--- src/rtl/irq_dispatch_pkg.sv ---
// irq_dispatch shared definitions: sizes, FSM encoding, config register map.
package irq_pkg;

  localparam int unsigned NUM_IRQ = 16;
  localparam int unsigned IRQ_W   = 4;

  typedef enum logic [1:0] {
    IDLE,
    ISSUE,
    WAIT,
    GAP
  } irq_state_e;

  localparam logic [1:0] CFG_MASK = 2'd0;
  localparam logic [1:0] CFG_EDGE = 2'd1;
  localparam logic [1:0] CFG_SET  = 2'd2;
  localparam logic [1:0] CFG_CLR  = 2'd3;

endpackage

--- src/rtl/irq_dispatch_if.sv ---
// Issue/acknowledge link between the interrupt dispatcher (master) and the
// tile frontend (slave).
interface irq_dispatch_if;
  import irq_pkg::*;

  logic             irqload;
  logic [IRQ_W-1:0] irqnum;
  logic             irq_hold;
  logic             irq_ack;
  logic [IRQ_W-1:0] irq_ack_num;

  modport master (
    output irqload, irqnum,
    input  irq_hold, irq_ack, irq_ack_num
  );

  modport slave (
    input  irqload, irqnum,
    output irq_hold, irq_ack, irq_ack_num
  );

endinterface

--- src/rtl/irq_dispatch_prio_enc.sv ---
// Fixed-priority encoder: lowest set index wins, bit 0 is highest priority.
module irq_prio_enc
  import irq_pkg::*;
(
  input  logic [NUM_IRQ-1:0] req_i,
  output logic               valid_o,
  output logic [IRQ_W-1:0]   idx_o
);

  // Scan upward and keep the first hit.
  always_comb begin
    valid_o = 1'b0;
    idx_o   = '0;
    for (int unsigned i = 0; i < NUM_IRQ; i++) begin
      if (req_i[i] && !valid_o) begin
        valid_o = 1'b1;
        idx_o   = IRQ_W'(i);
      end
    end
  end

endmodule

--- src/rtl/irq_dispatch.sv ---
// Interrupt dispatcher: synchronises 16 lines, applies mask and edge/level
// mode, issues the highest-priority pending vector as a one-cycle irqload
// pulse and holds off until the matching ack plus a gap.
// Optional build macro IRQ_TIMEOUT_EN: re-arbitrate after TIMEOUT WAIT cycles.
module irq_dispatch
  import irq_pkg::*;
#(
  parameter int unsigned SYNC_STAGES = 2,
  parameter int unsigned GAP_CYCLES  = 4,
  parameter int unsigned RST_QUIET   = 5
`ifdef IRQ_TIMEOUT_EN
  , parameter int unsigned TIMEOUT   = 1023
`endif
) (
  input  logic               clk,
  input  logic               rst,
  input  logic [NUM_IRQ-1:0] irq_src,
  input  logic               cfg_we,
  input  logic [1:0]         cfg_addr,
  input  logic [NUM_IRQ-1:0] cfg_wdata,
  irq_dispatch_if.master     fe,
  output logic [NUM_IRQ-1:0] irq_pending,
  output logic               irq_busy
);

  localparam int unsigned GAP_W   = (GAP_CYCLES > 1) ? $clog2(GAP_CYCLES) : 1;
  localparam int unsigned QUIET_W = (RST_QUIET > 1) ? $clog2(RST_QUIET + 1) : 1;
`ifdef IRQ_TIMEOUT_EN
  localparam int unsigned TO_W    = (TIMEOUT > 1) ? $clog2(TIMEOUT) : 1;
`endif

  logic [SYNC_STAGES-1:0][NUM_IRQ-1:0] sync_q;
  logic [NUM_IRQ-1:0] s, s_dly_q, rise;
  logic [NUM_IRQ-1:0] mask_q, edge_q;
  logic [NUM_IRQ-1:0] pend_q, pend_d, set_v, clr_v;
  logic [NUM_IRQ-1:0] enabled;
  logic               enc_valid;
  logic [IRQ_W-1:0]   enc_idx;
  irq_state_e         state_q, state_d;
  logic [IRQ_W-1:0]   irqnum_q, irqnum_d;
  logic [GAP_W-1:0]   gap_q, gap_d;
  logic [QUIET_W-1:0] quiet_q;
  logic               ack_hit;
`ifdef IRQ_TIMEOUT_EN
  logic [TO_W-1:0]    to_q, to_d;
`endif

  assign s       = sync_q[SYNC_STAGES-1];
  assign rise    = s & ~s_dly_q;
  assign enabled = pend_q & mask_q;
  assign ack_hit = (state_q == WAIT) && fe.irq_ack && (fe.irq_ack_num == irqnum_q);

  irq_prio_enc u_prio (
    .req_i   (enabled),
    .valid_o (enc_valid),
    .idx_o   (enc_idx)
  );

  // Synchroniser chain plus one-cycle delayed copy for edge detection.
  always_ff @(posedge clk) begin
    if (rst) begin
      sync_q  <= '0;
      s_dly_q <= '0;
    end else begin
      sync_q[0] <= irq_src;
      for (int unsigned k = 1; k < SYNC_STAGES; k++) sync_q[k] <= sync_q[k-1];
      s_dly_q <= s;
    end
  end

  // Mask and edge-mode configuration registers.
  always_ff @(posedge clk) begin
    if (rst) begin
      mask_q <= '0;
      edge_q <= '0;
    end else if (cfg_we) begin
      if (cfg_addr == CFG_MASK) mask_q <= cfg_wdata;
      if (cfg_addr == CFG_EDGE) edge_q <= cfg_wdata;
    end
  end

  // Pending next-state: all set sources beat all clear sources.
  // The ack clear is keyed on the latched irqnum, not the mask, so a source
  // masked after issue is still retired by its ack.
  always_comb begin
    set_v = (edge_q & rise) | (~edge_q & s);
    clr_v = ~edge_q & ~s;
    if (cfg_we && cfg_addr == CFG_SET) set_v = set_v | cfg_wdata;
    if (cfg_we && cfg_addr == CFG_CLR) clr_v = clr_v | cfg_wdata;
    if (ack_hit) clr_v[irqnum_q] = clr_v[irqnum_q] | edge_q[irqnum_q];
    pend_d = set_v | (pend_q & ~clr_v);
  end

  // Pending register.
  always_ff @(posedge clk) begin
    if (rst) pend_q <= '0;
    else     pend_q <= pend_d;
  end

  // Post-reset quiet window counter.
  always_ff @(posedge clk) begin
    if (rst)                quiet_q <= QUIET_W'(RST_QUIET);
    else if (quiet_q != '0) quiet_q <= quiet_q - QUIET_W'(1);
  end

  // FSM next-state, vector latch and hold-off counters.
  always_comb begin
    state_d  = state_q;
    irqnum_d = irqnum_q;
    gap_d    = gap_q;
`ifdef IRQ_TIMEOUT_EN
    to_d     = to_q;
`endif
    case (state_q)
      IDLE: begin
        if (enc_valid && !fe.irq_hold && quiet_q == '0) begin
          irqnum_d = enc_idx;
          state_d  = ISSUE;
        end
      end
      ISSUE: begin
        state_d = WAIT;
`ifdef IRQ_TIMEOUT_EN
        to_d    = '0;
`endif
      end
      WAIT: begin
        if (ack_hit) begin
          state_d = GAP;
          gap_d   = GAP_W'(GAP_CYCLES - 1);
        end
`ifdef IRQ_TIMEOUT_EN
        else if (to_q == TO_W'(TIMEOUT - 1)) begin
          state_d = IDLE;
        end else begin
          to_d = to_q + TO_W'(1);
        end
`endif
      end
      GAP: begin
        if (gap_q == '0) state_d = IDLE;
        else             gap_d   = gap_q - GAP_W'(1);
      end
      default: state_d = IDLE;
    endcase
  end

  // FSM state and counter registers.
  always_ff @(posedge clk) begin
    if (rst) begin
      state_q  <= IDLE;
      irqnum_q <= '0;
      gap_q    <= '0;
`ifdef IRQ_TIMEOUT_EN
      to_q     <= '0;
`endif
    end else begin
      state_q  <= state_d;
      irqnum_q <= irqnum_d;
      gap_q    <= gap_d;
`ifdef IRQ_TIMEOUT_EN
      to_q     <= to_d;
`endif
    end
  end

  assign fe.irqload  = (state_q == ISSUE);
  assign fe.irqnum   = irqnum_q;
  assign irq_pending = pend_q;
  assign irq_busy    = (state_q != IDLE);

endmodule

--- src/flat_wrapper.sv ---
// flat-port wrapper written by rule: the top's interface ports become plain ports
module irq_dispatch_flat import irq_pkg::*;
#(
  parameter int unsigned SYNC_STAGES = 2,
  parameter int unsigned GAP_CYCLES  = 4,
  parameter int unsigned RST_QUIET   = 5

)
  (clk, rst, irq_src, cfg_we, cfg_addr, cfg_wdata, irq_pending, irq_busy, fe_irqload, fe_irqnum, fe_irq_hold, fe_irq_ack, fe_irq_ack_num);
  irq_dispatch_if fe_i ();
  input  logic clk;
  input  logic rst;
  input  logic [NUM_IRQ-1:0] irq_src;
  input  logic cfg_we;
  input  logic [1:0] cfg_addr;
  input  logic [NUM_IRQ-1:0] cfg_wdata;
  output logic [NUM_IRQ-1:0] irq_pending;
  output logic irq_busy;
  output wire logic [$bits(fe_i.irqload)-1:0] fe_irqload;
  output wire logic [$bits(fe_i.irqnum)-1:0] fe_irqnum;
  input wire logic [$bits(fe_i.irq_hold)-1:0] fe_irq_hold;
  input wire logic [$bits(fe_i.irq_ack)-1:0] fe_irq_ack;
  input wire logic [$bits(fe_i.irq_ack_num)-1:0] fe_irq_ack_num;
  assign fe_irqload = fe_i.irqload;
  assign fe_irqnum = fe_i.irqnum;
  assign fe_i.irq_hold = fe_irq_hold;
  assign fe_i.irq_ack = fe_irq_ack;
  assign fe_i.irq_ack_num = fe_irq_ack_num;
  irq_dispatch #(.SYNC_STAGES(SYNC_STAGES), .GAP_CYCLES(GAP_CYCLES), .RST_QUIET(RST_QUIET)) u_core (.clk(clk), .rst(rst), .irq_src(irq_src), .cfg_we(cfg_we), .cfg_addr(cfg_addr), .cfg_wdata(cfg_wdata), .fe(fe_i), .irq_pending(irq_pending), .irq_busy(irq_busy));
endmodule
--- config.mk ---
export PLATFORM = sky130hd
export DESIGN_NAME = irq_dispatch_flat
export DESIGN_NICKNAME = d
export VERILOG_FILES = /design/src/rtl/irq_dispatch_pkg.sv /design/src/rtl/irq_dispatch_if.sv /design/src/rtl/irq_dispatch_prio_enc.sv /design/src/rtl/irq_dispatch.sv /design/src/flat_wrapper.sv
export SDC_FILE = /design/constraint.sdc
export NUM_CORES = 1
export LEC_CHECK = 0
export ABC_AREA = 1
export ABC_CLOCK_PERIOD_IN_PS = 2050
export CORE_ASPECT_RATIO = 2
export CORE_UTILIZATION = 26
export DETAILED_ROUTE_END_ITERATION = 8
export HOLD_SLACK_MARGIN = 0.12
export PLACE_DENSITY = 0.53
export SLEW_MARGIN = 25
export SYNTH_ARGS = -nofsm -noshare
export SYNTH_HDL_FRONTEND = slang
export SYNTH_SLANG_ARGS = --single-unit
--- constraint.sdc ---
create_clock -name clk -period 2.05 [get_ports clk]
set_clock_uncertainty 0.05 [all_clocks]
set_input_delay 0.5125 -clock clk [delete_from_list [all_inputs] [get_ports clk]]
set_output_delay 0.5125 -clock clk [all_outputs]
set_load 0.02 [all_outputs]
==> tab_implementation.tex <==
\begin{tabular}{lr}
\hline
Metric & Value \\
\hline
\multicolumn{2}{l}{\textbf{Timing}} \\
Worst-case hold slack & 351.2 ps \\
Final critical-path share of the clock period & 0.9758 \\
Fmax achieved & 499.9 MHz \\
Number of hold violations in the final report & 0 \\
Number of setup violations in the final report & 0 \\
Fin crit period & 2000 ps \\
Setup repair after global routing missed its margin & true \\
Worst path setup slack after routing & 49.62 ps \\
Rel. slew slack & 0.7248 \\
Slew at the pin closest to its max-slew limit & 412.9 ps \\
Pins Over Slew Limit & 0 \\
\multicolumn{2}{l}{\textbf{Global route}} \\
Pin count of the biggest net entering global routing & 68 \\
Overflow left after global routing & 0 \\
Vias in the first global route & 4245 \\
Global-route wire length before repair & 21000 um \\
Total Routing Usage GR & 0.1451 \\
Number of antenna violations at the first check in global routing & 0 \\
\multicolumn{2}{l}{\textbf{Layout}} \\
Post-route non-filler standard cell count & 977 \\
Filler cells & 1832 \\
Area taken by flip-flops and latches & 2150 um2 \\
Share of final-layout standard cells stronger than drive strength 1 & 0.1721 \\
Final net count & 813 \\
Multi-input gate area & 2146 um2 \\
Antenna diode count & 0 \\
Post-Layout Inst Area & 6451 um2 \\
Layout-stage area growth over the synthesis result & 38.38\% \\
\multicolumn{2}{l}{\textbf{Synthesis}} \\
Commonest register cell after synthesis & sky130\_fd\_sc\_hd\_\_dfxtp\_1 \\
Multiplexer share of the synthesized area & 0 \\
Library cell occupying the most area in the post-synthesis netlist & sky130\_fd\_sc\_hd\_\_dfxtp\_1 \\
Post-Synthesis Cell Area & 4662 um2 \\
Fraction of registers with async set or reset after synthesis & 0 \\
Leading post-synthesis cells by cell area & sky130\_fd\_sc\_hd\_\_dfxtp\_1 46\%, sky130\_fd\_sc\_hd\_\_inv\_1 8.9\%, sky130\_fd\_sc\_hd\_\_nand2\_1 8.9\% \\
Number of synthesis warnings & 0 \\
Largest family of logic cells by synthesized area & simple AND/OR/NAND/NOR gates \\
Number of enable-type register cells in the synthesized netlist & 0 \\
Syn nets & 693 \\
Number of instances in the synthesized netlist & 643 \\
Post-Synth Adder-Cell Area & 0.01879 \\
Sequential share of the synthesized area & 0.4595 \\
Synth Area per Inst & 7.250 um2 \\
Flops \& latches, synth & 107 \\
Area share of the largest cell type after synthesis & 0.4595 \\
Yosys cell types & 36 \\
Share of the synthesized area in compound gates (AO/OA/AOI/OAI) & 0.2010 \\
Post-synthesis share of cell area spent on and, or, nand and nor gates & 0.2010 \\
Synthesized-area fraction occupied by xor and xnor cells & 0.009393 \\
\multicolumn{2}{l}{\textbf{Clock network}} \\
Clock sink total & 107 \\
Clk root buf & sky130\_fd\_sc\_hd\_\_clkbuf\_16 \\
Maximum count of clock buffers along a single path & 2 \\
Cts bufs inserted & 9 \\
CTS tree & done \\
Worst-skew pair later-pin latency & 350 ps \\
Total of hold buffers inserted after clock tree synthesis & 0 \\
H-tree depth & 3 \\
Clock edge transition at the registers on the reported setup and hold paths & 70 ps \\
\multicolumn{2}{l}{\textbf{Floorplanning}} \\
Floorplan core area & 17440 um2 \\
Cell row count & 68 \\
Io pins & 65 \\
Horizontal die dimension & 96.69 um \\
Die Y & 191.4 um \\
Die Area & 18500 um2 \\
Starting utilization of the core area & 0.2673 \\
\multicolumn{2}{l}{\textbf{Critical path}} \\
Critical Path AT & 1440 ps \\
Sequence of cells on the critical path & buf\_4 -> clkdlybuf4s50\_1 \\
Crit-path slowest cell & sky130\_fd\_sc\_hd\_\_clkdlybuf4s50\_1 \\
Data required time at the worst endpoint & 1490 ps \\
Crit path capture type & primary output \\
Longest individual stage delay on the worst path & 610 ps \\
Category of the most critical setup path & register to primary output \\
Peak fanout along the critical path & 2 \\
Kind of launch point of the worst setup path & register \\
\multicolumn{2}{l}{\textbf{Pwr}} \\
Static power due to leakage & 2.952 nW \\
Final total power & 0.004692 W \\
VDD IR-drop max & 0.3325 mV \\
Power density cells & 727.2 nW/um2 \\
\multicolumn{2}{l}{\textbf{Routing}} \\
Total Wirelength & 13150 um \\
Detailed router's first-iteration violation count & 224 \\
Via count & 4375 \\
First-pass DRT Iterations & 5 \\
Post-detailed-route DRC marker count & 0 \\
Ratio of routed vias to standard cells & 4.478 \\
DR WL/cell & 13.45 um \\
Antenna-violating nets left & 0 \\
\multicolumn{2}{l}{\textbf{Placed design}} \\
Count of buffers from port buffering & 64 \\
Half-perimeter wire length after detailed placement & 9673 um \\
Cell area after placement & 5972 um2 \\
Routability cong. & 0.8762 \\
Pre-CTS setup slack & -548.4 ps \\
Dpl cells & 954 \\
\multicolumn{2}{l}{\textbf{Job}} \\
Maximum capacitance violations & 0 \\
\multicolumn{2}{l}{\textbf{Worst hold path}} \\
Class of the worst hold path & register to register \\
\multicolumn{2}{l}{\textbf{Status}} \\
Outcome & completed \\
\hline
\end{tabular}
final timing paths:
path | start | to | slack, ps | cells past startpoint
min | u_core.sync_q[9]$_SDFF_PP0_ | u_core.s[9]$_SDFF_PP0_ | 350 | 2
max reg2reg | u_core.mask_q[2]$_SDFFE_PP0P_ | u_core.fe.irqnum[0]$_SDFFE_PP0P_ | 80 | 12
max | u_core.irq_pending[1]$_SDFF_PP0_ | irq_pending[1] | 50 | 2
min reg2reg | u_core.sync_q[9]$_SDFF_PP0_ | u_core.s[9]$_SDFF_PP0_ | 350 | 2
placed cells by master (no fill, tap or decap), types with 12 or more instances in the layout:
cell type                         instances
sky130_fd_sc_hd__buf_4                   60
sky130_fd_sc_hd__o22ai_1                 12
sky130_fd_sc_hd__a21oi_1                 54
sky130_fd_sc_hd__a21boi_1                15
sky130_fd_sc_hd__nor2_1                  86
sky130_fd_sc_hd__o21ai_0                 59
sky130_fd_sc_hd__nand2_1                100
sky130_fd_sc_hd__inv_1                  106
sky130_fd_sc_hd__clkdlybuf4s50_1         50
sky130_fd_sc_hd__dfxtp_1                103
stage by stage:
stage / util / TNS (ps)
2_1_floorplan: - / 0
3_3_place_gp: 0.3424 / -9817
3_5_place_dp: 0.3424 / -10200
4_1_cts: 0.3588 / 0
5_1_grt: 0.3699 / -472.7
6_report: 0.3699 / 0
sequential cells by signal (all words and copies together) (netlist names):
signal and count:
u_core.quiet_q 3, u_core.fe.irqnum 4, u_core.state_q 2, u_core.gap_q 2, u_core.s_dly_q 16, u_core.s 16
u_core.mask_q 16, u_core.irq_pending 16, u_core.sync_q 16, u_core.edge_q 16
power by group:
group / leakage [nW] / internal (W) / switching [W]
Sequential: 0.880 / 0.00220 / 0.0000786
Combinational: 1.94 / 0.000377 / 0.000408
Clock: 0.127 / 0.000832 / 0.000793
synthesized netlist by cell type (2+ instances only):
cell,n
sky130_fd_sc_hd__nand2_1,110
sky130_fd_sc_hd__nor2_1,87
sky130_fd_sc_hd__buf_1,2
sky130_fd_sc_hd__a21oi_1,57
sky130_fd_sc_hd__ha_1,7
sky130_fd_sc_hd__nor3_1,2
sky130_fd_sc_hd__o31ai_1,2
sky130_fd_sc_hd__nand3_1,6
sky130_fd_sc_hd__buf_2,3
sky130_fd_sc_hd__nor2_2,3
sky130_fd_sc_hd__nand4_1,4
sky130_fd_sc_hd__clkbuf_1,16
sky130_fd_sc_hd__o21ai_0,67
sky130_fd_sc_hd__xor2_1,4
sky130_fd_sc_hd__a21boi_1,15
sky130_fd_sc_hd__nor3_2,4
sky130_fd_sc_hd__o211ai_1,2
sky130_fd_sc_hd__nand3_2,3
sky130_fd_sc_hd__o22ai_1,16
sky130_fd_sc_hd__nand4_2,2
sky130_fd_sc_hd__inv_1,110
sky130_fd_sc_hd__dfxtp_1,107
repair_timing:
item / 4_1_cts / 5_1_grt
buffers inserted: 0 / 6
pin swaps: 5 / 28
gates resized for setup: 14 / 56
setup endpoints to repair: 22 / 25
gates cloned: 1 / 1
metal layers:
layer / global-route usage / wire, um / part of all wire
met5: 0 / 0 / 0
met3: 0.02048 / 365 / 0.028
met2: 0.2671 / 6884 / 0.52
met4: 0.09185 / 646 / 0.049
met1: 0.1533 / 5249 / 0.40
logic make-up after synthesis:
logic type | count (synthesis)
and+or+nand+nor | 223
DFF | 107
adders and majority gates | 7
xor gates and xnor gates | 5
AOI/OAI and AO/OA | 168
buffers and inverters | 133
critical path: cells and delay by family, from the launching register on:
kind                   cells  cell delay, ps
buffers and inverters      2             740
flip-flops                 1             350
final cells by class:
class                   instances  area share
clock buffers                   9     0.03491
repair buffers                131      0.1868
inverters                     110     0.06400
well taps                     210     0.04073
flip-flops and latches        107      0.3332
multi-input cells             404      0.3326
clock inverters                 6    0.007758
Note: power is estimated with default switching activity, not from simulation.
==> variant 1, RTL diff (config.mk and constraints unchanged) <==
Add an input register stage for `cfg_wdata`, without a reset; this delays it by one clock. The other inputs are not delayed to match.
--- a/src/rtl/irq_dispatch.sv
+++ b/src/rtl/irq_dispatch.sv
@@ -26,4 +26,10 @@
   localparam int unsigned GAP_W   = (GAP_CYCLES > 1) ? $clog2(GAP_CYCLES) : 1;
   localparam int unsigned QUIET_W = (RST_QUIET > 1) ? $clog2(RST_QUIET + 1) : 1;
+
+  logic [NUM_IRQ-1:0] cfg_wdata_q;
+
+  always_ff @(posedge clk) begin
+    cfg_wdata_q <= cfg_wdata;
+  end
 `ifdef IRQ_TIMEOUT_EN
   localparam int unsigned TO_W    = (TIMEOUT > 1) ? $clog2(TIMEOUT) : 1;
@@ -75,6 +81,6 @@
       edge_q <= '0;
     end else if (cfg_we) begin
-      if (cfg_addr == CFG_MASK) mask_q <= cfg_wdata;
-      if (cfg_addr == CFG_EDGE) edge_q <= cfg_wdata;
+      if (cfg_addr == CFG_MASK) mask_q <= cfg_wdata_q;
+      if (cfg_addr == CFG_EDGE) edge_q <= cfg_wdata_q;
     end
   end
@@ -86,6 +92,6 @@
     set_v = (edge_q & rise) | (~edge_q & s);
     clr_v = ~edge_q & ~s;
-    if (cfg_we && cfg_addr == CFG_SET) set_v = set_v | cfg_wdata;
-    if (cfg_we && cfg_addr == CFG_CLR) clr_v = clr_v | cfg_wdata;
+    if (cfg_we && cfg_addr == CFG_SET) set_v = set_v | cfg_wdata_q;
+    if (cfg_we && cfg_addr == CFG_CLR) clr_v = clr_v | cfg_wdata_q;
     if (ack_hit) clr_v[irqnum_q] = clr_v[irqnum_q] | edge_q[irqnum_q];
     pend_d = set_v | (pend_q & ~clr_v);
Check against the original RTL: not equivalent (a bounded check fails within 4 cycles, from zero or initial values and one cycle with rst high).
==> variant 1 against the unedited design <==
- first-iteration DRC count shrank 33%
- cell count grew 10%
- routed wire length grew 4.7%
- synthesized cell count grew 7.5%
- count of clock-buffer cells in the layout grew 11
- worst setup slack lost 3.4 ps
- total power grew 44%
- synthesized area grew 11%
- cell area grew 15%
- sequential cell count grew 16
- largest power group is now clock
==> variant 1: results (changes against the unedited design) <==
metric;value;unit;change
period utilisation layout;0.977;;was 0.976
Inserted Clock Buffers;17;;was 9
VDD IR max;0.494;mV;was 0.332 mV
Detailed Routing Iterations Pass 1;4;;was 5
terminus of the critical flop-to-flop path;u_core.irq_pending[9];;was u_core.fe.irqnum[0]
Commonest cells post-synth;nand2_1, inv_1, dfxtp_1, nor2_1, o21ai_0;;was inv_1, nand2_1, dfxtp_1, nor2_1, o21ai_0
Worst Hold Class;register to register;;unchanged
Initial DRC Count;150;;was 224
routed len/inst;12.8;µm;was 13.5 µm
Hold Path Sink;u_core.s[0];;was u_core.s[9]
synth top area cells;dfxtp_1, nand2_1, inv_1, o21ai_0, a21oi_1;;was dfxtp_1, inv_1, nand2_1, o21ai_0, nor2_1
Post-DP Area;6400;µm²;was 5970 µm²
CTS resizes;31;;was 14
vias;4636;;was 4375
leakage;3.40;nW;was 2.95 nW
WHS Path Cells;2;;unchanged
critical path's top delay family;buffers and inverters;;unchanged
crit path to;irq_pending[13];;was irq_pending[1]
H-tree Lvls;4;;was 3
IO Port Bufs;64;;unchanged
Crit path largest cell delay;630;ps;was 610 ps
crit path launch;u_core.irq_pending[13];;was u_core.irq_pending[1]
Synth cell types;43;;was 36
clk_lat worst skew;430;ps;was 350 ps
r2r setup slk;70;ps;
Setup Slack @ Placement;-577;ps;was -548 ps
actual slew at the worst max-slew pin;350;ps;was 413 ps
Detail Placement HPWL;9.64;mm;was 9.67 mm
Reg2Reg Depth;10;;was 12
Setup Fix Bufs, Post-CTS;3;;was 0
Slowest-stage cell, CP;clkdlybuf4s50_1;;unchanged
routability cong.;0.805;;was 0.876
Final Hold Viols;0;;unchanged
CP Max Fanout;4;;was 2
pin count of the biggest net entering global routing;68;;unchanged
Post-Syn Instances;691;;was 643
share of layout cells above drive strength 1;0.179;;was 0.172
outcome;finished, final reports clean;;unchanged
All-Layer GR Usage;0.146;;was 0.145
first-pass GRT wire length;22.2;mm;was 21.0 mm
fin nets;854;;was 813
FILL cells;2008;;was 1832
Mapped Nets;741;;was 693
DP Cell Count;1028;;was 954
R2R Path Start;u_core.fe.irqnum[1];;was u_core.mask_q[2]
Seq/Total Area, Yosys;0.477;;was 0.459
DRT Wirelength;13.8;mm;was 13.1 mm
number of global-route vias before repair;4423;;was 4245
Arr. time, crit path;1440;ps;about the same
WHS;347;ps;was 351 ps
CTS Root Cell;clkbuf_16;;unchanged
Bufs on Longest Clock Path;2;;unchanged
hold_sp;u_core.sync_q[0];;was u_core.sync_q[9]
==> variant 1: kinds of logic after synthesis <==
| kind of cell | share of synthesized area |
|---|---|
| fa+ha+maj | 0.0170 |
| simple gates | 0.205 |
| buf+inv | 0.115 |
| xor+xnor | 0.00339 |
| compound gates | 0.182 |
| flops | 0.477 |
==> variant 1: final cells by class <==
type | count | area [µm²] | share of cell area
clock buffers | 20 | 467 | 0.0628
flip-flops and latches | 123 | 2480 | 0.333
repair buffers | 116 | 1200 | 0.162
well taps | 259 | 324 | 0.0436
multi-input cells | 413 | 2280 | 0.306
clock inverters | 11 | 190 | 0.0256
inverters | 133 | 499 | 0.0671
==> variant 1: power breakdown <==
group          switching (mW)  internal [mW]
combinational           0.416          0.402
clock                    1.08           2.24
sequential             0.0847           2.54
total                    1.58           5.18
==> variant 1: routing by layer <==
metal	up-vias	routed length [µm]	global-route usage
met5	-	0	0
li1	2406	-	-
met2	96	7390	0.258
met1	2102	5160	0.145
met3	32	519	0.0406
met4	0	692	0.0958
==> variant 2, RTL diff (same flow settings) <==
Without the edit above. `SYNC_STAGES` is set to 2 in 2 places; all go to 4.
--- a/src/rtl/irq_dispatch.sv
+++ b/src/rtl/irq_dispatch.sv
@@ -6,5 +6,5 @@
   import irq_pkg::*;
 #(
-  parameter int unsigned SYNC_STAGES = 2,
+  parameter int unsigned SYNC_STAGES = 4,
   parameter int unsigned GAP_CYCLES  = 4,
   parameter int unsigned RST_QUIET   = 5
--- a/src/flat_wrapper.sv
+++ b/src/flat_wrapper.sv
@@ -2,5 +2,5 @@
 module irq_dispatch_flat import irq_pkg::*;
 #(
-  parameter int unsigned SYNC_STAGES = 2,
+  parameter int unsigned SYNC_STAGES = 4,
   parameter int unsigned GAP_CYCLES  = 4,
   parameter int unsigned RST_QUIET   = 5
Behaviour: not the same (a bounded check fails within 4 cycles, from zero or initial values and one cycle with rst high).
==> variant 2 against the unedited design <==
- core utilization decreased by 0.67 points
- sequential cell count rose by 32
- cell area increased by 21%
- worst setup slack lost 15 ps
- routed wire length up 14%
- synthesized area is 22% higher
- maximum frequency fell by 0.76%
- total power rose by 40%
- cell count rose by 20%
==> variant 2: results (changes against the unedited design) <==
metric;value;unit;change
pin count of the biggest net entering global routing;51;;was 68
Synth cell types;41;;was 36
IO Port Bufs;64;;unchanged
Seq/Total Area, Yosys;0.489;;was 0.459
max reg flops;48;;
actual slew at the worst max-slew pin;451;ps;was 413 ps
outcome;finished, final reports clean;;unchanged
number of global-route vias before repair;4932;;was 4245
Initial DRC Count;176;;was 224
Detailed Routing Iterations Pass 1;6;;was 5
share of layout cells above drive strength 1;0.164;;was 0.172
H-tree Lvls;4;;was 3
synth top area cells;dfxtp_1, inv_1, nand2_1, nor2_1, o21ai_0;;was dfxtp_1, inv_1, nand2_1, o21ai_0, nor2_1
Antenna diodes;0;;unchanged
clk_lat worst skew;420;ps;was 350 ps
Crit path largest cell delay;640;ps;was 610 ps
critical path's top delay family;buffers and inverters;;unchanged
switching share of power;0.257;;was 0.273
Bufs on Longest Clock Path;2;;unchanged
first-pass GRT wire length;24.4;mm;was 21.0 mm
Worst Hold Class;register to register;;unchanged
fin nets;938;;was 813
Clock transition at path regs;60;ps;
Mapped Nets;822;;was 693
All-Layer GR Usage;0.143;;was 0.145
Largest Register;u_core.sync_q;;
routability cong.;0.868;;was 0.876
CTS Root Cell;clkbuf_16;;unchanged
FILL cells;2296;;was 1832
Detail Placement HPWL;10.7;mm;was 9.67 mm
initial antenna violation count;0;;unchanged
routed len/inst;12.8;µm;was 13.5 µm
VDD IR max;0.412;mV;was 0.332 mV
CP Max Fanout;3;;was 2
Commonest cells post-synth;inv_1, dfxtp_1, nand2_1, nor2_1, o21ai_0;;was inv_1, nand2_1, dfxtp_1, nor2_1, o21ai_0
Post-DP Area;7010;µm²;was 5970 µm²
Final setup viols;0;;unchanged
vias;4998;;was 4375
leakage;3.49;nW;was 2.95 nW
Synthesis Warnings;0;;unchanged
Inserted Clock Buffers;17;;was 9
==> variant 2: changes by cell type after synthesis, sizes merged, moves of 2 or more <==
| cell | delta |
|---|---|
| a31oi | +2 |
| buf | -3 |
| clkbuf | +5 |
| dfxtp | +32 |
| inv | +48 |
| nand2 | +29 |
| nand4 | +2 |
| nor2 | +19 |
| nor3 | -3 |
| nor3b | +2 |
| or2 | +2 |
| xor2 | -4 |
==> variant 2: timing repair <==
item / 4_1_cts / 5_1_grt
hold buffers: 0 / 0
setup endpoints to repair: 25 / 26
resized for setup: 18 / 68
pin swaps: 4 / 22
setup buffers: 0 / 5
cloned: 1 / 0
==> variant 2: cells by family (layout without fill, tap and decap cells) <==
family	Yosys count	after routing	synth area share
AND/OR/NAND/NOR	275	275	0.206
buffers and inverters	183	312	0.124
AO/OA/AOI/OAI	166	166	0.163
flip-flops	139	139	0.489
adder cells (fa/ha/maj)	7	7	0.0154
XOR/XNOR	2	2	0.00308
==> variant 2: metal layers <==
metal / up-vias / global-route usage / wire (µm)
met3: 34 / 0.0234 / 448
met4: 0 / 0.0902 / 686
met2: 104 / 0.268 / 8010
li1: 2625 / - / -
met5: - / 0 / 0
met1: 2235 / 0.144 / 5850
==> variant 2: area by class of cell <==
| cell class | count | area [µm²] | share of cell area |
|---|---|---|---|
| multi-input combinational | 450 | 2350 | 0.301 |
| clock buffer | 20 | 447 | 0.0572 |
| inverter | 158 | 593 | 0.0760 |
| tap | 273 | 342 | 0.0438 |
| sequential | 139 | 2800 | 0.358 |
| clock inverter | 12 | 118 | 0.0151 |
| timing repair buffer | 122 | 1160 | 0.148 |
==> variant 2: power groups by stage <==
stage	Clock [mW]	Combinational (mW)	Sequential [mW]
after floorplan	0	0.393	2.95
after global placement	0	0.718	2.96
after detailed placement	0	0.731	2.96
after CTS	3.00	0.733	2.90
after global routing	3.11	0.843	2.92
final	2.92	0.751	2.91
==> variant 2: worst paths after layout <==
path	endpoint	depth (start not counted)	slack [ps]	start
setup / recovery	irq_pending[4]	1	30	u_core.irq_pending[4]
hold / removal	u_core.sync_q[19]	2	350	u_core.sync_q[3]
setup reg to reg	u_core.fe.irqnum[2]	12	120	u_core.irq_pending[1]
hold reg to reg	u_core.sync_q[19]	2	350	u_core.sync_q[3]
==> variant 2: metrics by stage <==
| stage | hold WS, ps | setup slack, ps | std cells | util |
|---|---|---|---|---|
| 3_3_place_gp | 341 | -631 | 1136 | 0.326 |
| 5_1_grt | 361 | -27.0 | 1174 | 0.363 |
| 3_5_place_dp | 342 | -684 | 1136 | 0.326 |
| 6_report | 347 | 34.3 | 1174 | 0.363 |
| 4_1_cts | 349 | 1.86 | 1169 | 0.354 |
| 2_1_floorplan | 338 | 200 | 772 | - |
